File: config.mk
export PLATFORM = sky130hd
export DESIGN_NAME = bsram_stream_reader_flat
export DESIGN_NICKNAME = d
export VERILOG_FILES = /design/src/rtl/bsram_stream_reader_if.sv /design/src/rtl/bsram_stream_reader.sv /design/src/flat_wrapper.sv
export SDC_FILE = /design/constraint.sdc
export NUM_CORES = 1
export LEC_CHECK = 0
export CORE_ASPECT_RATIO = 1.1
export CORE_MARGIN = 2
export CORE_UTILIZATION = 50
export DETAILED_ROUTE_END_ITERATION = 6
export PLACE_DENSITY = 0.74
export SETUP_SLACK_MARGIN = 0.05
export SLEW_MARGIN = 20
export SYNTH_ARGS = -nofsm -noshare
export SYNTH_HDL_FRONTEND = slang
export SYNTH_SLANG_ARGS = --single-unit
File: constraint.sdc
create_clock -name clk -period 4.3 [get_ports clk]
set_input_delay 0.645 -clock clk [delete_from_list [all_inputs] [get_ports clk]]
set_output_delay 0.645 -clock clk [all_outputs]
set_load 0.05 [all_outputs]
File: src/rtl/bsram_stream_reader_if.sv
// Byte-stream reader bus: control/status, BSRAM port-B read side and output stream.
// master = reader engine, slave = its environment (controller, RAM, stream sink).
interface bsram_stream_reader_if #(
  parameter int unsigned ADDR_W = 13
);
  logic              start;
  logic [ADDR_W-1:0] start_addr;
  logic [ADDR_W:0]   length;
  logic              busy;
  logic              done;
  logic              ceb;
  logic              oce;
  logic [ADDR_W-1:0] adb;
  logic [7:0]        mem_dout;
  logic              out_valid;
  logic [7:0]        out_data;
  logic              out_ready;

  modport master (
    input  start, start_addr, length, mem_dout, out_ready,
    output busy, done, ceb, oce, adb, out_valid, out_data
  );

  modport slave (
    output start, start_addr, length, mem_dout, out_ready,
    input  busy, done, ceb, oce, adb, out_valid, out_data
  );
endinterface

File: src/rtl/bsram_stream_reader.sv
// Read-side engine for the SDPB block RAM: fetches a run of consecutive bytes and
// presents them in address order on a valid/ready stream. Reads are only issued
// when the output FIFO is guaranteed room for them, so the fixed RAM latency can
// never overflow the FIFO under backpressure.
module bsram_stream_reader #(
  parameter int unsigned ADDR_W       = 13,
  parameter int unsigned READ_LATENCY = 2,
  parameter int unsigned FIFO_DEPTH   = 4
) (
  input logic                     clk,
  input logic                     rst_n,
  bsram_stream_reader_if.master   io_bus
);

  localparam int unsigned LEN_W = ADDR_W + 1;
  localparam int unsigned CNT_W = $clog2(FIFO_DEPTH + READ_LATENCY + 1);
  localparam int unsigned PTR_W = (FIFO_DEPTH > 1) ? $clog2(FIFO_DEPTH) : 1;

  localparam logic [1:0] StIdle  = 2'd0;
  localparam logic [1:0] StIssue = 2'd1;
  localparam logic [1:0] StDrain = 2'd2;
  localparam logic [1:0] StDone  = 2'd3;

  logic [1:0]        r_state;
  logic [1:0]        w_state_d;
  logic [ADDR_W-1:0] r_addr;
  logic [LEN_W-1:0]  r_len;
  logic [LEN_W-1:0]  r_issued;
  logic [LEN_W-1:0]  w_issued_inc;
  logic [READ_LATENCY-1:0] r_pipe;
  logic [READ_LATENCY-1:0] w_pipe_d;
  logic [7:0]        r_fifo [FIFO_DEPTH];
  logic [PTR_W-1:0]  r_wr_ptr;
  logic [PTR_W-1:0]  r_rd_ptr;
  logic [CNT_W-1:0]  r_count;
  logic [CNT_W-1:0]  w_inflight;
  logic              w_pop;
  logic              w_push;
  logic              w_credit;
  logic              w_issue;
  logic              w_last_issue;
  logic              w_drained;

  function automatic logic [PTR_W-1:0] ptr_inc(input logic [PTR_W-1:0] p);
    return (p == PTR_W'(FIFO_DEPTH - 1)) ? '0 : p + PTR_W'(1);
  endfunction

  assign w_pop        = (r_count != '0) && io_bus.out_ready;
  assign w_push       = r_pipe[READ_LATENCY-1];
  assign w_issued_inc = r_issued + LEN_W'(1);

  // Count reads still travelling through the RAM pipeline.
  always_comb begin
    w_inflight = '0;
    for (int i = 0; i < READ_LATENCY; i++) begin
      w_inflight = w_inflight + CNT_W'(r_pipe[i]);
    end
  end

  // A slot freed by this cycle's pop can be reused by this cycle's issue.
  assign w_credit     = (r_count + w_inflight) < (CNT_W'(FIFO_DEPTH) + CNT_W'(w_pop));
  assign w_issue      = (r_state == StIssue) && (r_issued != r_len) && w_credit;
  assign w_last_issue = w_issue && (w_issued_inc == r_len);
  // Finished once nothing is in flight and the last queued byte leaves this cycle.
  assign w_drained    = (r_pipe == '0) &&
                        ((r_count == '0) || ((r_count == CNT_W'(1)) && w_pop));

  // Next-state decode.
  always_comb begin
    w_state_d = r_state;
    case (r_state)
      StIdle: begin
        if (io_bus.start) begin
          w_state_d = (io_bus.length == '0) ? StDone : StIssue;
        end
      end
      StIssue: if (w_last_issue) w_state_d = StDrain;
      StDrain: if (w_drained) w_state_d = StDone;
      StDone:  w_state_d = StIdle;
      default: w_state_d = StIdle;
    endcase
  end

  // State register.
  always_ff @(posedge clk or negedge rst_n) begin
    if (!rst_n) r_state <= StIdle;
    else        r_state <= w_state_d;
  end

  // Transfer address and issue counter; start is only honoured in idle.
  always_ff @(posedge clk or negedge rst_n) begin
    if (!rst_n) begin
      r_addr   <= '0;
      r_len    <= '0;
      r_issued <= '0;
    end else if ((r_state == StIdle) && io_bus.start) begin
      r_addr   <= io_bus.start_addr;
      r_len    <= io_bus.length;
      r_issued <= '0;
    end else if (w_issue) begin
      r_addr   <= r_addr + ADDR_W'(1);
      r_issued <= w_issued_inc;
    end
  end

  // In-flight shift register: a bit enters on issue and exits as the data lands on mem_dout.
  always_comb begin
    w_pipe_d    = r_pipe << 1;
    w_pipe_d[0] = w_issue;
  end

  // Pipeline register.
  always_ff @(posedge clk or negedge rst_n) begin
    if (!rst_n) r_pipe <= '0;
    else        r_pipe <= w_pipe_d;
  end

  // Output FIFO: push from the RAM pipeline, pop on stream handshake.
  always_ff @(posedge clk or negedge rst_n) begin
    if (!rst_n) begin
      for (int i = 0; i < FIFO_DEPTH; i++) r_fifo[i] <= '0;
      r_wr_ptr <= '0;
      r_rd_ptr <= '0;
      r_count  <= '0;
    end else begin
      if (w_push) begin
        r_fifo[r_wr_ptr] <= io_bus.mem_dout;
        r_wr_ptr         <= ptr_inc(r_wr_ptr);
      end
      if (w_pop) r_rd_ptr <= ptr_inc(r_rd_ptr);
      if (w_push && !w_pop)      r_count <= r_count + CNT_W'(1);
      else if (!w_push && w_pop) r_count <= r_count - CNT_W'(1);
    end
  end

  assign io_bus.busy      = (r_state == StIssue) || (r_state == StDrain);
  assign io_bus.done      = (r_state == StDone);
  assign io_bus.ceb       = w_issue;
  assign io_bus.oce       = (r_state != StIdle);
  assign io_bus.adb       = r_addr;
  assign io_bus.out_valid = (r_count != '0);
  assign io_bus.out_data  = r_fifo[r_rd_ptr];

endmodule

File: src/flat_wrapper.sv
// flat-port wrapper written by rule: the top's interface ports become plain ports
module bsram_stream_reader_flat 
#(
  parameter int unsigned ADDR_W       = 13,
  parameter int unsigned READ_LATENCY = 2,
  parameter int unsigned FIFO_DEPTH   = 4
)
  (clk, rst_n, io_bus_start, io_bus_start_addr, io_bus_length, io_bus_mem_dout, io_bus_out_ready, io_bus_busy, io_bus_done, io_bus_ceb, io_bus_oce, io_bus_adb, io_bus_out_valid, io_bus_out_data);
  bsram_stream_reader_if #(.ADDR_W(ADDR_W)) io_bus_i ();
  input logic clk;
  input logic rst_n;
  input wire logic [$bits(io_bus_i.start)-1:0] io_bus_start;
  input wire logic [$bits(io_bus_i.start_addr)-1:0] io_bus_start_addr;
  input wire logic [$bits(io_bus_i.length)-1:0] io_bus_length;
  input wire logic [$bits(io_bus_i.mem_dout)-1:0] io_bus_mem_dout;
  input wire logic [$bits(io_bus_i.out_ready)-1:0] io_bus_out_ready;
  output wire logic [$bits(io_bus_i.busy)-1:0] io_bus_busy;
  output wire logic [$bits(io_bus_i.done)-1:0] io_bus_done;
  output wire logic [$bits(io_bus_i.ceb)-1:0] io_bus_ceb;
  output wire logic [$bits(io_bus_i.oce)-1:0] io_bus_oce;
  output wire logic [$bits(io_bus_i.adb)-1:0] io_bus_adb;
  output wire logic [$bits(io_bus_i.out_valid)-1:0] io_bus_out_valid;
  output wire logic [$bits(io_bus_i.out_data)-1:0] io_bus_out_data;
  assign io_bus_i.start = io_bus_start;
  assign io_bus_i.start_addr = io_bus_start_addr;
  assign io_bus_i.length = io_bus_length;
  assign io_bus_i.mem_dout = io_bus_mem_dout;
  assign io_bus_i.out_ready = io_bus_out_ready;
  assign io_bus_busy = io_bus_i.busy;
  assign io_bus_done = io_bus_i.done;
  assign io_bus_ceb = io_bus_i.ceb;
  assign io_bus_oce = io_bus_i.oce;
  assign io_bus_adb = io_bus_i.adb;
  assign io_bus_out_valid = io_bus_i.out_valid;
  assign io_bus_out_data = io_bus_i.out_data;
  bsram_stream_reader #(.ADDR_W(ADDR_W), .READ_LATENCY(READ_LATENCY), .FIFO_DEPTH(FIFO_DEPTH)) u_core (.clk(clk), .rst_n(rst_n), .io_bus(io_bus_i));
endmodule
==> flow_summary.toml <==
[die]
initial_core_util_pct = 51.01
die_area_sq_um = 10240
row_count = 37
ios = 65
die_h_um = 105.9
die_width_um = 96.67
core_area_sq_um = 9259

[placement]
hpwl_mm = 7.348
place_area_sq_um = 5438
port_buffers = 64
gp_congestion = 0.8656

[yosys]
syn_avg_cell_area_sq_um = 10.50
syn_inst = 450
synthFlopType = "dfrtp_1"
ys_warn_count = 0
synth_edf_count = 0
synth_seq_cells = 84
netlist_area_sq_um = 4723
ys_seq_area_share_pct = 44.50
synth_nets = 510
async_reset_ff_share_pct = 100.0
yosys.cell_types.count = 50

[finish]
fin_nets = 567
drive_gt1_share_pct = 13.67
register_area_sq_um = 2102
postLayoutCellArea_sq_um = 5639
multiInputGateArea_sq_um = 2462
fillers = 784
synthToLayoutAreaGrowth_pct = 19.39
mostFrequentLayoutCells = "dfrtp_1, nand2_1, clkdlybuf4s50_1"
n_antenna_cell = 0
final_common_cell = "dfrtp_1"

[cts]
cts_setup_buffers = 0
cts.path.max_buffers = 2
cts_tree = "built"
cts_resized = 0
postCtsHoldBufs = 0
clk_pin_slew_ns = 0.11
clock-sinks = 84
htree_levels = 3
clk_latency_ns = 0.38
cts_made_buffers = 9
root_buffer = "clkbuf_8"

[job]
max_cap_violations = 0

[route]
dr.pass1.iters = 4
wl_per_cell_um = 16.29
vias = 3538
ant_nets = 0
viasPerCell = 5.625
drt_wl_total_mm = 10.24
drc_errors = 0
drt_iter0_drc = 124

[global_route]
grt_pass1_vias = 3514
grt_antenna_before_repair = 0
grt.overflow.total = 0
grtUsageTotal_pct = 20.87
grt_pass1_wl_mm = 17.13
grt_max_degree = 85

[worst_setup_path]
r2r_slack_ns = 1.10
cp_max_fo = 10
cp-start-kind = "flop"
crit_slowest_cell = "dfrtp_1"
crit_chain = "inv_1 -> ha_1 -> ha_1 -> inv_1 -> fa_1 -> xor2_1 -> a41oi_1 -> nor2b_1 -> and2_1 -> buf_12"
cp.arrival_ns = 2.81
cp-end-kind = "output port"
required_ns = 3.65
crit_type = "flop to output port"
max_stage_delay_ns = 0.51

[sta]
rsz0062_at_grt = "no"
slew_headroom_pct = 50.18
period_share_pct = 80.32
finalSetupViolCount = 0
hold_viol_final = 0
worst_slew_pin_slew_ns = 0.7473
period_needed_ns = 3.454
skew_ns = 0.01946
clock.fmax_mhz = 289.6
tns_ns = 0
maxSlewViolCount = 0

[power_and_ir_drop]
power_density_nw_per_um2 = 754.5
total_power_mw = 4.255
ir_worst_vdd_mv = 0.6007
p_leak_nw = 2.427

[outcome]
outcome = "complete, no violations"

[worst_hold_path]
hold_class = "input port to asynchronous set/reset pin"
where the power goes:
part           switching, mW  internal [mW]  leakage, nW  total, mW
Combinational           1.29          0.947         1.29       2.23
Clock                  0.339          0.230        0.101      0.569
Sequential             0.326           1.13         1.04       1.45
critical path: cells and delay by family, from the launching register on:
kind,cells,cell delay (ns)
fa+ha+maj,3,0.79
simple gates,2,0.56
flops,1,0.51
buf+inv,3,0.34
xor+xnor,1,0.17
compound gates,1,0.06
cell type report:
cell class / instances / share of cell area [%]
clock buffer: 9 / 2.197
clock inverter: 7 / 1.309
inverter: 15 / 0.9984
multi-input combinational: 330 / 43.67
sequential: 84 / 37.28
tap: 117 / 2.596
timing repair buffer: 67 / 11.96
state kept, by name, indices dropped and copies added (netlist names):
name and flops:
u_core.io_bus.adb 13, u_core.r_count 3, u_core.r_fifo 32, u_core.r_issued 14
u_core.r_len 14, u_core.r_pipe 2, u_core.r_rd_ptr 2, u_core.r_state 2
u_core.r_wr_ptr 2
cells by family after synthesis:
family | after synthesis | synth area share [%]
AO/OA/AOI/OAI | 40 | 6.251
XOR/XNOR | 45 | 8.344
adder cells (fa/ha/maj) | 21 | 5.722
buffers and inverters | 36 | 3.364
flip-flops | 84 | 44.50
multiplexers | 47 | 12.95
AND/OR/NAND/NOR | 177 | 18.86
Yosys cell counts, types with 4 or more instances:
cell type / instances / area share, %
nor4_1: 9 / 1.2
and2_1: 7 / 0.93
buf_2: 4 / 0.42
and3_1: 6 / 0.79
ha_1: 20 / 5.3
mux2_2: 33 / 7.9
or3_1: 4 / 0.53
mux2i_1: 6 / 1.3
mux4_2: 8 / 3.8
xnor2_1: 12 / 2.2
clkbuf_1: 13 / 1.0
o21ai_0: 16 / 1.7
dfrtp_1: 84 / 45
nand4_1: 13 / 1.7
inv_1: 14 / 1.1
nor3_1: 7 / 0.74
nand2b_1: 5 / 0.66
xor2_1: 33 / 6.1
nand2_1: 72 / 5.7
nand3_1: 15 / 1.6
nor2_1: 24 / 1.9
worst paths after layout:
kind,from,endpoint,cells after the start
setup / recovery,u_core.r_pipe[1],io_bus_ceb,10
hold / removal,rst_n,u_core.r_issued[7],1
setup reg to reg,u_core.r_pipe[1],u_core.io_bus.adb[7],13
hold reg to reg,u_core.r_pipe[0],u_core.r_pipe[1],0
max in group asynchronous,rst_n,u_core.io_bus.adb[12],1
min in group clk,u_core.r_pipe[0],u_core.r_pipe[1],0
per-layer routing:
metal | GRT usage, % | share of wire [%] | wire length, um | vias up
li1 | - | - | - | 1683
met2 | 35.42 | 51 | 5224 | 83
met4 | 8.048 | 2.0 | 202 | 0
met3 | 4.668 | 4.3 | 436 | 15
met1 | 26.13 | 43 | 4380 | 1757
met5 | 0 | 0 | 0 | -
through the flow:
stage	instances	hold WS, ns	util [%]	worst slack (ns)
3_5_place_dp	613	0.4322	58.73	1.094
5_1_grt	629	0.3473	60.91	0.6260
6_report	629	0.2850	60.91	0.8464
3_3_place_gp	613	0.4295	58.73	1.234
4_1_cts	629	0.4711	60.86	0.8210
2_1_floorplan	450	0.3494	-	1.100
No activity file was read; power rests on OpenSTA's default activity.
